--- config.mk ---
export PLATFORM = sky130hd
export DESIGN_NAME = aca_error_recovery
export DESIGN_NICKNAME = d
export VERILOG_FILES = /design/src/rtl/aca_pkg.sv /design/src/rtl/aca_err_detect.sv /design/src/rtl/aca_error_recovery.sv
export SDC_FILE = /design/constraint.sdc
export NUM_CORES = 1
export LEC_CHECK = 0
export BUFFER_PORTS_ARGS = -buffer_cell sky130_fd_sc_hd__buf_2
export CELL_PAD_IN_SITES_DETAIL_PLACEMENT = 1
export CELL_PAD_IN_SITES_GLOBAL_PLACEMENT = 2
export CORE_MARGIN = 1.5
export CORE_UTILIZATION = 35
export DETAILED_ROUTE_END_ITERATION = 8
export GPL_TIMING_DRIVEN = 0
export PLACE_DENSITY_LB_ADDON = 0.1
export SKIP_LAST_GASP = 1
export SYNTH_ARGS = -nofsm -noshare
export SYNTH_HDL_FRONTEND = slang
export SYNTH_SLANG_ARGS = --single-unit
--- constraint.sdc ---
create_clock -name clk -period 4.4 [get_ports clk]
set_clock_uncertainty 0.05 [all_clocks]
set_input_delay 0.44 -clock clk [delete_from_list [all_inputs] [get_ports clk]]
set_output_delay 0.44 -clock clk [all_outputs]
set_load 0.01 [all_outputs]
--- src/rtl/aca_pkg.sv ---
// Shared types and default geometry for the ACA error-recovery stage.
package aca_pkg;

    localparam int ACA_WIDTH  = 16;
    localparam int ACA_WINDOW = 8;
    localparam int ACA_CHUNK  = 4;
    localparam int ACA_NCHUNK = ACA_WIDTH / ACA_CHUNK;

    typedef enum logic [1:0] {
        IDLE = 2'd0,
        FIX  = 2'd1,
        DONE = 2'd2
    } aca_state_e;

endpackage

--- src/rtl/aca_err_detect.sv ---
// Combinational detector: flags operands whose carry chain outruns the ACA
// speculation window (a generate followed by WINDOW consecutive propagates).
module aca_err_detect
    import aca_pkg::*;
#(
    parameter int WIDTH  = ACA_WIDTH,
    parameter int WINDOW = ACA_WINDOW
) (
    input  logic [WIDTH-1:0] a,
    input  logic [WIDTH-1:0] b,
    output logic             err
);

    always_comb begin
        err = 1'b0;
        for (int j = 0; j + WINDOW <= WIDTH - 1; j++) begin
            if ((a[j] & b[j]) && (&(a[j+1 +: WINDOW] ^ b[j+1 +: WINDOW]))) begin
                err = 1'b1;
            end
        end
    end

endmodule

--- src/rtl/aca_error_recovery.sv ---
// ACA error-recovery stage: forwards correct speculative sums, otherwise
// re-adds CHUNK bits per cycle. Optional saturating counter: ACA_ERR_COUNT_EN.
module aca_error_recovery
    import aca_pkg::*;
#(
    parameter int WIDTH  = ACA_WIDTH,
    parameter int WINDOW = ACA_WINDOW,
    parameter int CHUNK  = ACA_CHUNK
) (
    input  logic             clk,
    input  logic             rst_n,
    input  logic             in_valid,
    output logic             in_ready,
    input  logic [WIDTH-1:0] a,
    input  logic [WIDTH-1:0] b,
    input  logic [WIDTH-1:0] approx_sum,
    input  logic             approx_cout,
    output logic             out_valid,
    input  logic             out_ready,
    output logic [WIDTH-1:0] sum,
    output logic             cout,
    output logic             err_flag,
`ifdef ACA_ERR_COUNT_EN
    output logic [15:0]      err_count,
`endif
    output logic [1:0]       dbg_state
);

    localparam int NCHUNK = WIDTH / CHUNK;
    localparam int KW     = (NCHUNK > 1) ? $clog2(NCHUNK) : 1;

    aca_state_e       state_q, state_d;
    logic [WIDTH-1:0] a_q, a_d, b_q, b_d, sum_q, sum_d;
    logic             cout_q, cout_d, err_flag_q, err_flag_d, carry_q, carry_d;
    logic [KW-1:0]    k_q, k_d;
    logic             det_err, accept, last_chunk;
    logic [CHUNK:0]   chunk_sum;

    aca_err_detect #(.WIDTH(WIDTH), .WINDOW(WINDOW)) u_det (
        .a   (a),
        .b   (b),
        .err (det_err)
    );

    // Valid/ready: a transfer happens on a rising edge where valid && ready;
    // in_ready follows out_ready combinationally so DONE can hand off and
    // accept in the same edge.
    assign in_ready   = rst_n && ((state_q == IDLE) || (state_q == DONE && out_ready));
    assign accept     = in_valid && in_ready;
    assign chunk_sum  = {1'b0, a_q[k_q*CHUNK +: CHUNK]} + {1'b0, b_q[k_q*CHUNK +: CHUNK]}
                      + {{CHUNK{1'b0}}, carry_q};
    assign last_chunk = (k_q == KW'(NCHUNK - 1));

    always_comb begin
        state_d    = state_q;
        a_d        = a_q;
        b_d        = b_q;
        sum_d      = sum_q;
        cout_d     = cout_q;
        err_flag_d = err_flag_q;
        carry_d    = carry_q;
        k_d        = k_q;

        case (state_q)
            FIX: begin
                sum_d[k_q*CHUNK +: CHUNK] = chunk_sum[CHUNK-1:0];
                carry_d                   = chunk_sum[CHUNK];
                k_d                       = KW'(k_q + 1'b1);
                if (last_chunk) begin
                    cout_d  = chunk_sum[CHUNK];
                    k_d     = '0;
                    state_d = DONE;
                end
            end
            DONE: begin
                if (out_ready && !in_valid) begin
                    state_d = IDLE;
                end
            end
            default: ;
        endcase

        // Accept only happens in IDLE or DONE, so it never collides with FIX.
        if (accept) begin
            if (det_err) begin
                a_d        = a;
                b_d        = b;
                carry_d    = 1'b0;
                k_d        = '0;
                err_flag_d = 1'b1;
                state_d    = FIX;
            end else begin
                sum_d      = approx_sum;
                cout_d     = approx_cout;
                err_flag_d = 1'b0;
                state_d    = DONE;
            end
        end
    end

    always_ff @(posedge clk or negedge rst_n) begin
        if (!rst_n) begin
            state_q    <= IDLE;
            a_q        <= '0;
            b_q        <= '0;
            sum_q      <= '0;
            cout_q     <= 1'b0;
            err_flag_q <= 1'b0;
            carry_q    <= 1'b0;
            k_q        <= '0;
        end else begin
            state_q    <= state_d;
            a_q        <= a_d;
            b_q        <= b_d;
            sum_q      <= sum_d;
            cout_q     <= cout_d;
            err_flag_q <= err_flag_d;
            carry_q    <= carry_d;
            k_q        <= k_d;
        end
    end

`ifdef ACA_ERR_COUNT_EN
    logic [15:0] err_count_q, err_count_d;

    always_comb begin
        err_count_d = err_count_q;
        if (accept && det_err && (err_count_q != 16'hFFFF)) begin
            err_count_d = err_count_q + 16'd1;
        end
    end

    always_ff @(posedge clk or negedge rst_n) begin
        if (!rst_n) begin
            err_count_q <= '0;
        end else begin
            err_count_q <= err_count_d;
        end
    end

    assign err_count = err_count_q;
`endif

    assign out_valid = (state_q == DONE);
    assign sum       = sum_q;
    assign cout      = cout_q;
    assign err_flag  = err_flag_q;
    assign dbg_state = state_q;

endmodule
==> results.sh, run 1 <==
export IMPL_status="completed"
export IMPL_cts_hold_repair_buffers=0
export IMPL_postPlaceCellArea_sq_um=3540
export IMPL_required_ps=4560
export IMPL_final_min_period_over_clock_period=0.831
export IMPL_critical_path_endpoint_type="register"
export IMPL_startpoint="k_q[0]$_DFF_PN0_"
export IMPL_count_of_boundary_i_o_pins=75
export IMPL_final_util=0.441
export IMPL_detail_route_drc_violations=0
export IMPL_cts_repair_resize_count=0
export IMPL_cts_sinks=55
export IMPL_design_die_area_sq_um=9260
export IMPL_critical_path_arrival_ps=3820
export IMPL_cts_root_buffer_cell="clkbuf_8"
export IMPL_num_fill_cells=941
export IMPL_design_area_sq_um=3660
export IMPL_tightestPinTransition_ps=833
export IMPL_post_syn_instances=231
export IMPL_initial_standard_cell_utilization_of_the_core=0.367
export IMPL_final_antenna_net_count=0
export IMPL_layout_common_cells="buf_2 (73), dfrtp_1 (55), mux2_2 (46)"
export IMPL_ys_ff_latch=55
export IMPL_number_of_failing_setup_endpoints_in_the_final_timing_report=0
export IMPL_cts_repair_timing_setup_buffer_count=0
export IMPL_mappedNetlistArea_sq_um=3040
export IMPL_cts_buf_count=5
export IMPL_clkTransAtPathRegs_ps=100
export IMPL_grt_overflow_total=0
export IMPL_setup_ws_ps=743
export IMPL_die_height_um=96.2
export IMPL_avgSynthCellArea_sq_um=13.2
export IMPL_clock_latency_ps=310
export IMPL_hpwl_after_detailed_placement_um=5770
export IMPL_timing_max_transition_violations_final=0
export IMPL_vias=2127
export IMPL_timing_final_crit_period_ps=3660
export IMPL_synth_seq_area_share=0.452
export IMPL_mostFrequentLayoutCell="buf_2"
export IMPL_antennaDiodeCount=0
export IMPL_vdd_ir_drop_worst_mv=0.193
export IMPL_grt_busiest_layer="met2"
export IMPL_placementRows=33
export IMPL_relSlewSlack=0.445
export IMPL_post_synthesis_net_count=302
export IMPL_path_class="reg2reg"
export IMPL_max_cap_violations=0
export IMPL_io_buffer_count=74
export IMPL_via_per_inst=5.09
export IMPL_fraction_of_final_layout_cells_with_drive_strength_greater_than_1=0.466
export IMPL_cts_tree="done"
export IMPL_number_of_global_route_vias_before_repair=2297
export IMPL_num_nets_final=383
export IMPL_largest_net_degree_at_the_start_of_global_routing=58
export IMPL_hp_class="in2async"
export IMPL_r2r_start="k_q[0]$_DFF_PN0_"
export IMPL_dp_cells=410
export IMPL_critical_path_peak_fanout=10
export IMPL_setup_tns_ps=0
export IMPL_cts_htree_levels=2
export IMPL_power_static_leakage_nw=1.78
export IMPL_stdcell_count=418
export IMPL_track_usage=0.178
export IMPL_grt_use_met3=0.0253
export IMPL_power_density_nw_per_um2=375
export IMPL_detail_route_first_pass_iterations=4
export IMPL_report_final_hold_viol_count=0
export IMPL_wl_um=7520
export IMPL_detail_route_wl_per_cell_um=18.0
export IMPL_synth_lib_cells_used_distinct=39
export IMPL_critical_path_max_stage_delay_ps=660
export IMPL_grt_use_met1=0.229
export IMPL_max_freq_ghz=0.273
export IMPL_unrepaired_setup_endpoints_after_global_routing="no"
export IMPL_antenna_found_initial=0
export IMPL_flow_area_growth_from_synthesis_pct=20.4
export IMPL_wire_length_of_the_first_global_routing_pass_um=12200
export IMPL_die_w_um=96.2
export IMPL_crit_top_cell="fa_1"
export IMPL_crit_path_cell_trace="buf_1 > mux4_2 > fa_1 > fa_1 > a21o_1 > a21oi_1 > a31oi_1 > mux2_2"
export IMPL_drt_iter0_markers=31
export IMPL_coreArea_sq_um=8300
export IMPL_clockBufferDepth=2
export IMPL_finalWeightedCongestion=0.721
export IMPL_dp_slack_ps=636
export IMPL_timing_critical_path_from_type="register"
export IMPL_timing_critical_path_slowest_stage_cell="buf_1"
export IMPL_synth_warning_count=0
export IMPL_grt_met2_usage=0.312
[power by group]
group,internal [mW],switching [mW]
clock network,0.185,0.173
registers,0.570,0.0414
logic,0.194,0.211
[cells by family (layout without fill, tap and decap cells)]
group                      Yosys count  in the layout  share of synthesized area
muxes                               57             57                      0.241
DFF                                 55             55                      0.452
and+or+nand+nor                     43             43                     0.0782
AOI/OAI and AO/OA                   38             38                     0.0987
adders and majority gates           18             18                     0.0790
xor gates and xnor gates            10             10                     0.0288
buffers and inverters               10             92                     0.0222
[per-layer routing]
| metal | vias to the layer above | part of all wire | routed length (um) |
|---|---|---|---|
| li1 | 1017 | - | - |
| met1 | 1061 | 0.43 | 3270 |
| met2 | 42 | 0.52 | 3920 |
| met3 | 7 | 0.037 | 275 |
| met4 | 0 | 0.0084 | 63 |
| met5 | - | 0 | 0 |
[flip-flops by register name, indices dropped and copies added, names as in the netlist]
| signal | flops |
|---|---|
| sum | 16 |
| b_q | 16 |
| a_q | 16 |
| err_flag | 1 |
| k_q | 2 |
| dbg_state | 2 |
| carry_q | 1 |
| cout | 1 |
[metrics by stage]
| step | total power [mW] | hold WS, ps |
|---|---|---|
| finish | 1.37 | 135 |
| global route | 1.47 | 186 |
| CTS | 1.40 | 290 |
| detailed placement | 1.04 | 425 |
| global placement | 1.03 | 412 |
| floorplan | 0.874 | 94.4 |
[path summary, 6_finish.rpt]
path | end | slack, ps | depth (start not counted)
worst max register to register | cout$_DFF_PN0_ | 740 | 8
worst min register to register | b_q[2]$_DFFE_PN0P_ | 440 | 1
worst min-delay path | sum[8]$_DFF_PN0_ | 140 | 1
max in group asynchronous | a_q[0]$_DFFE_PN0P_ | 3690 | 1
min in group clk | sum[1]$_DFF_PN0_ | 300 | 2
worst max-delay path | cout$_DFF_PN0_ | 740 | 8
[worst max-delay path, delay by kind of cell, from the launching register on]
kind,cells,cell delay (ps)
fa+ha+maj,2,870
compound gates,3,600
flops,1,470
mux,2,890
buf+inv,1,660
[cell usage after synthesis, drive strengths merged]
| master | n | share of area |
|---|---|---|
| nor4b | 1 | 0.0029 |
| nand2 | 12 | 0.015 |
| nand4 | 2 | 0.0062 |
| fa | 2 | 0.013 |
| dfrtp | 55 | 0.45 |
| clkbuf | 2 | 0.0025 |
| or3 | 1 | 0.0021 |
| a211oi | 3 | 0.0074 |
| o21ai | 1 | 0.0029 |
| a31oi | 3 | 0.013 |
| o31ai | 4 | 0.0099 |
| nor2b | 3 | 0.0062 |
| a22o | 12 | 0.035 |
| a21o | 3 | 0.0074 |
| buf | 5 | 0.016 |
| o211ai | 1 | 0.0041 |
| o22ai | 1 | 0.0021 |
| nand3 | 1 | 0.0016 |
| mux2 | 49 | 0.18 |
| ha | 16 | 0.066 |
| o21a | 1 | 0.0025 |
| nand2b | 2 | 0.0041 |
| nor2 | 11 | 0.014 |
| nor3b | 1 | 0.0025 |
| inv | 3 | 0.0037 |
| mux4 | 8 | 0.059 |
| xnor2 | 10 | 0.029 |
| nand3b | 3 | 0.0074 |
| a21oi | 9 | 0.015 |
| and3 | 2 | 0.0041 |
| nor4 | 2 | 0.0091 |
| and2 | 1 | 0.0021 |
| nor3 | 1 | 0.0016 |
[final cells by class]
class                           instances  area [sq um]  area share
Multi-Input combinational cell        166          1600       0.436
Sequential cell                        55          1380       0.376
Timing Repair Buffer                   74           373       0.102
Tap cell                              105           131      0.0359
Clock buffer                            6          82.6      0.0225
Buffer                                  7          56.3      0.0154
Clock inverter                          2          35.0     0.00956
Inverter                                3          11.3     0.00307
Power figures use the tool's default switching activity.
==> run 2: changes to the inputs <==
- clock period: 4.4 -> 3.5 ns (I/O delays scaled with it)
==> results.sh, run 2 (synthesized netlist as in run 1, its figures left out) <==
export IMPL_antennaDiodeCount=0
export IMPL_finalWeightedCongestion=0.721
export IMPL_placementRows=33
export IMPL_grt_overflow_total=0
export IMPL_power_density_nw_per_um2=472
export IMPL_hp_class="in2async"
export IMPL_max_cap_violations=0
export IMPL_critical_path_arrival_ps=3450
export IMPL_die_height_um=96.2
export IMPL_hpwl_after_detailed_placement_um=5770
export IMPL_wire_length_of_the_first_global_routing_pass_um=12200
export IMPL_timing_critical_path_from_type="register"
export IMPL_detail_route_first_pass_iterations=4
export IMPL_number_of_failing_setup_endpoints_in_the_final_timing_report=0
export IMPL_design_die_area_sq_um=9260
export IMPL_critical_path_peak_fanout=9
export IMPL_antenna_found_initial=0
export IMPL_max_freq_ghz=0.304
export IMPL_required_ps=3660
export IMPL_timing_max_transition_violations_final=0
export IMPL_cts_repair_timing_setup_buffer_count=0
export IMPL_clock_latency_ps=310
export IMPL_via_per_inst=5.09
export IMPL_critical_path_max_stage_delay_ps=520
export IMPL_cts_sinks=55
export IMPL_cts_root_buffer_cell="clkbuf_8"
export IMPL_io_buffer_count=74
export IMPL_cts_htree_levels=2
export IMPL_unrepaired_setup_endpoints_after_global_routing="no"
export IMPL_initial_standard_cell_utilization_of_the_core=0.367
export IMPL_finalHoldWorstSlack_ps=45.1
export IMPL_power_static_leakage_nw=1.79
export IMPL_cts_buf_count=5
export IMPL_relSlewSlack=0.507
export IMPL_final_antenna_net_count=0
export IMPL_vias=2126
export IMPL_final_util=0.443
export IMPL_wl_um=7530
export IMPL_layout_common_cells="buf_2 (73), dfrtp_1 (55), mux2_2 (46)"
export IMPL_report_final_hold_viol_count=0
export IMPL_coreArea_sq_um=8300
export IMPL_cp_buffers_inverters=1
export IMPL_tightestPinTransition_ps=739
export IMPL_timing_critical_path_slowest_stage_cell="clkbuf_1"
export IMPL_detail_route_drc_violations=0
export IMPL_clkTransAtPathRegs_ps=100
export IMPL_track_usage=0.179
export IMPL_clockBufferDepth=2
export IMPL_critical_r2r_capture="cout$_DFF_PN0_"
export IMPL_critical_path_endpoint_type="register"
export IMPL_timing_final_crit_period_ps=3290
export IMPL_crit_path_cell_trace="clkbuf_1 > mux4_2 > fa_1 > fa_1 > a21o_1 > a21oi_1 > a31oi_1 > mux2_2"
export IMPL_number_of_global_route_vias_before_repair=2297
export IMPL_r2r_start="k_q[1]$_DFF_PN0_"
export IMPL_largest_net_degree_at_the_start_of_global_routing=58
export IMPL_crit_top_cell="fa_1"
export IMPL_reg2regPathDepth=8
export IMPL_path_class="reg2reg"
export IMPL_detail_route_wl_per_cell_um=18.0
export IMPL_postPlaceCellArea_sq_um=3540
export IMPL_mostFrequentLayoutCell="buf_2"
export IMPL_die_w_um=96.2
export IMPL_num_nets_final=383
export IMPL_setup_tns_ps=0
export IMPL_flow_area_growth_from_synthesis_pct=20.8
export IMPL_drt_iter0_markers=31
export IMPL_cts_tree="done"
export IMPL_count_of_boundary_i_o_pins=75
export IMPL_vdd_ir_drop_worst_mv=0.243
export IMPL_status="completed"
export IMPL_path_delay_family="adder cells"
export IMPL_final_min_period_over_clock_period=0.939
export IMPL_design_area_sq_um=3670
export IMPL_r2r_setup_slack_ps=210
export IMPL_fraction_of_final_layout_cells_with_drive_strength_greater_than_1=0.473
-- run 2: final cells by class --
class,instances,area (sq um)
Inverter,3,11.3
Multi-Input combinational cell,166,1610
Fill cell,940,4620
Clock inverter,2,35.0
Clock buffer,6,82.6
Sequential cell,55,1380
Buffer,7,60.1
Timing Repair Buffer,74,373
Tap cell,105,131
-- run 2: metrics by stage --
stage / std cells / power [mW] / worst slack (ps)
after global routing: 418 / 1.85 / 48.3
after global placement: 410 / 1.29 / -232
after floorplan: 231 / 1.10 / 329
after detailed placement: 410 / 1.30 / -264
final: 418 / 1.73 / 214
after CTS: 418 / 1.77 / 0.548
-- run 2: worst max path at each step --
stage                                start          endpoint  cells past startpoint
after detailed placement  k_q[0]$_DFF_PN0_  sum[6]$_DFF_PN0_                      7
after floorplan           k_q[0]$_DFF_PN0_    cout$_DFF_PN0_                      8
after global routing      k_q[0]$_DFF_PN0_    cout$_DFF_PN0_                      8
after CTS                 k_q[0]$_DFF_PN0_    cout$_DFF_PN0_                      8
final                     k_q[1]$_DFF_PN0_    cout$_DFF_PN0_                      8
after global placement    k_q[0]$_DFF_PN0_  sum[6]$_DFF_PN0_                      7
-- run 2: layer usage --
layer | global-route usage | routed length, um | vias to the layer above
li1 | - | - | 1017
met1 | 0.230 | 3270 | 1060
met2 | 0.312 | 3920 | 42
met3 | 0.0253 | 275 | 7
met4 | 0.0490 | 63 | 0
met5 | 0 | 0 | -
-- run 2: power by group --
part	switching, mW	internal (mW)
Clock	0.218	0.232
Combinational	0.266	0.249
Sequential	0.0520	0.716
-- run 2: repair_timing --
action                     4_1_cts  5_1_grt
resized for setup                4        2
setup endpoints to repair        8        1
hold buffers                     0        0
cloned                           0        0
==> run 3: changes to the inputs <==
- PLACE_DENSITY_LB_ADDON: 0.1 -> 0.05
==> results.sh, run 3 (synthesized netlist as in run 1, its figures left out) <==
export IMPL_path_class="reg2reg"
export IMPL_initial_standard_cell_utilization_of_the_core=0.367
export IMPL_cts_buf_count=5
export IMPL_track_usage=0.175
export IMPL_detail_route_wl_per_cell_um=18.1
export IMPL_r2r_start="k_q[0]$_DFF_PN0_"
export IMPL_via_per_inst=5.17
export IMPL_number_of_global_route_vias_before_repair=2251
export IMPL_cts_tree="done"
export IMPL_detail_route_drc_violations=0
export IMPL_finalHoldWorstSlack_ps=26.7
export IMPL_critical_path_peak_fanout=10
export IMPL_power_density_nw_per_um2=447
export IMPL_largest_net_degree_at_the_start_of_global_routing=58
export IMPL_cts_root_buffer_cell="clkbuf_8"
export IMPL_cts_sinks=55
export IMPL_power_static_leakage_nw=1.77
export IMPL_reg2regPathDepth=8
export IMPL_clockBufferDepth=2
export IMPL_layout_common_cells="buf_2 (74), dfrtp_1 (55), mux2_2 (46)"
export IMPL_design_die_area_sq_um=9260
export IMPL_relSlewSlack=0.495
export IMPL_required_ps=3640
export IMPL_antenna_found_initial=0
export IMPL_finalWeightedCongestion=0.695
export IMPL_die_height_um=96.2
export IMPL_final_min_period_over_clock_period=0.943
export IMPL_hp_class="in2async"
export IMPL_cts_htree_levels=2
export IMPL_clkTransAtPathRegs_ps=90
export IMPL_fraction_of_final_layout_cells_with_drive_strength_greater_than_1=0.466
export IMPL_timing_critical_path_from_type="register"
export IMPL_final_antenna_net_count=0
export IMPL_tightestPinTransition_ps=757
export IMPL_timing_max_transition_violations_final=0
export IMPL_status="completed"
export IMPL_detail_route_first_pass_iterations=4
export IMPL_unrepaired_setup_endpoints_after_global_routing="no"
export IMPL_mostFrequentLayoutCell="buf_2"
export IMPL_critical_r2r_capture="cout$_DFF_PN0_"
export IMPL_power_total_mw=1.63
export IMPL_timing_final_crit_period_ps=3300
export IMPL_setup_tns_ps=0
export IMPL_r2r_setup_slack_ps=200
export IMPL_count_of_boundary_i_o_pins=75
export IMPL_io_buffer_count=74
export IMPL_vias=2162
export IMPL_critical_path_arrival_ps=3440
export IMPL_antennaDiodeCount=0
export IMPL_coreArea_sq_um=8300
export IMPL_wire_length_of_the_first_global_routing_pass_um=11800
export IMPL_report_final_hold_viol_count=0
export IMPL_placementRows=33
export IMPL_flow_area_growth_from_synthesis_pct=19.5
export IMPL_number_of_failing_setup_endpoints_in_the_final_timing_report=0
export IMPL_drt_iter0_markers=38
export IMPL_hpwl_after_detailed_placement_um=5960
export IMPL_die_w_um=96.2
export IMPL_wl_um=7560
export IMPL_clock_latency_ps=300
export IMPL_max_freq_ghz=0.303
export IMPL_max_cap_violations=0
export IMPL_grt_overflow_total=0
export IMPL_num_nets_final=383
export IMPL_critical_path_endpoint_type="register"
export IMPL_vdd_ir_drop_worst_mv=0.157
-- run 3: cell count changes in the layout (fill, tap and decap cells not counted), sizes merged --
| cell | delta |
|---|---|
| buf | +1 |
| bufinv | -1 |
-- run 3: routing by layer --
layer,global-route usage,share of wire
met1,0.214,0.43
met2,0.320,0.53
met4,0.0331,0.0053
met5,0,0
met3,0.0308,0.037
-- run 3: per-stage QoR --
stage	instances	cell area [sq um]	util	worst slack, ps
after floorplan	231	3040	-	329
after global placement	410	3540	0.427	-231
after detailed placement	410	3540	0.427	-245
after CTS	418	3640	0.439	20.5
after global routing	418	3640	0.438	9.97
final	418	3640	0.438	201
-- run 3: worst max-delay path by stage --
stage                     startpoint                to  slack, ps  depth (start not counted)
floorplan           k_q[0]$_DFF_PN0_    cout$_DFF_PN0_        330                          8
global placement    k_q[0]$_DFF_PN0_  sum[6]$_DFF_PN0_       -230                          7
detailed placement  k_q[0]$_DFF_PN0_  sum[6]$_DFF_PN0_       -250                          7
CTS                 k_q[0]$_DFF_PN0_    cout$_DFF_PN0_         20                          8
global route        k_q[0]$_DFF_PN0_    cout$_DFF_PN0_         10                          8
finish              k_q[0]$_DFF_PN0_    cout$_DFF_PN0_        200                          8
-- run 3: timing repair --
item	4_1_cts	5_1_grt
buffers inserted	0	0
resized for setup	3	2
setup endpoints to repair	13	1
hold buffers	0	0
-- run 3: worst max-delay path, cell delays in order, from the launching register on --
cell and delay [ps]:
dfrtp_1 460, buf_2 370, mux4_2 580, fa_1 460, fa_1 440, a21o_1 200
a21oi_1 240, a31oi_1 120, mux2_2 280
-- run 3: where the power goes --
group          internal, mW  switching (mW)
sequential            0.716          0.0537
clock                 0.141           0.203
combinational         0.247           0.264
-- run 3: layout make-up --
type                       instances  area [sq um]
fill                             925          4660
multi-input combinational        166          1610
sequential                        55          1380
timing repair buffer              74           373
tap                              105           131
clock buffer                       7          76.3
buffer                             7          57.6
inverter                           3          11.3
clock inverter                     1          5.00
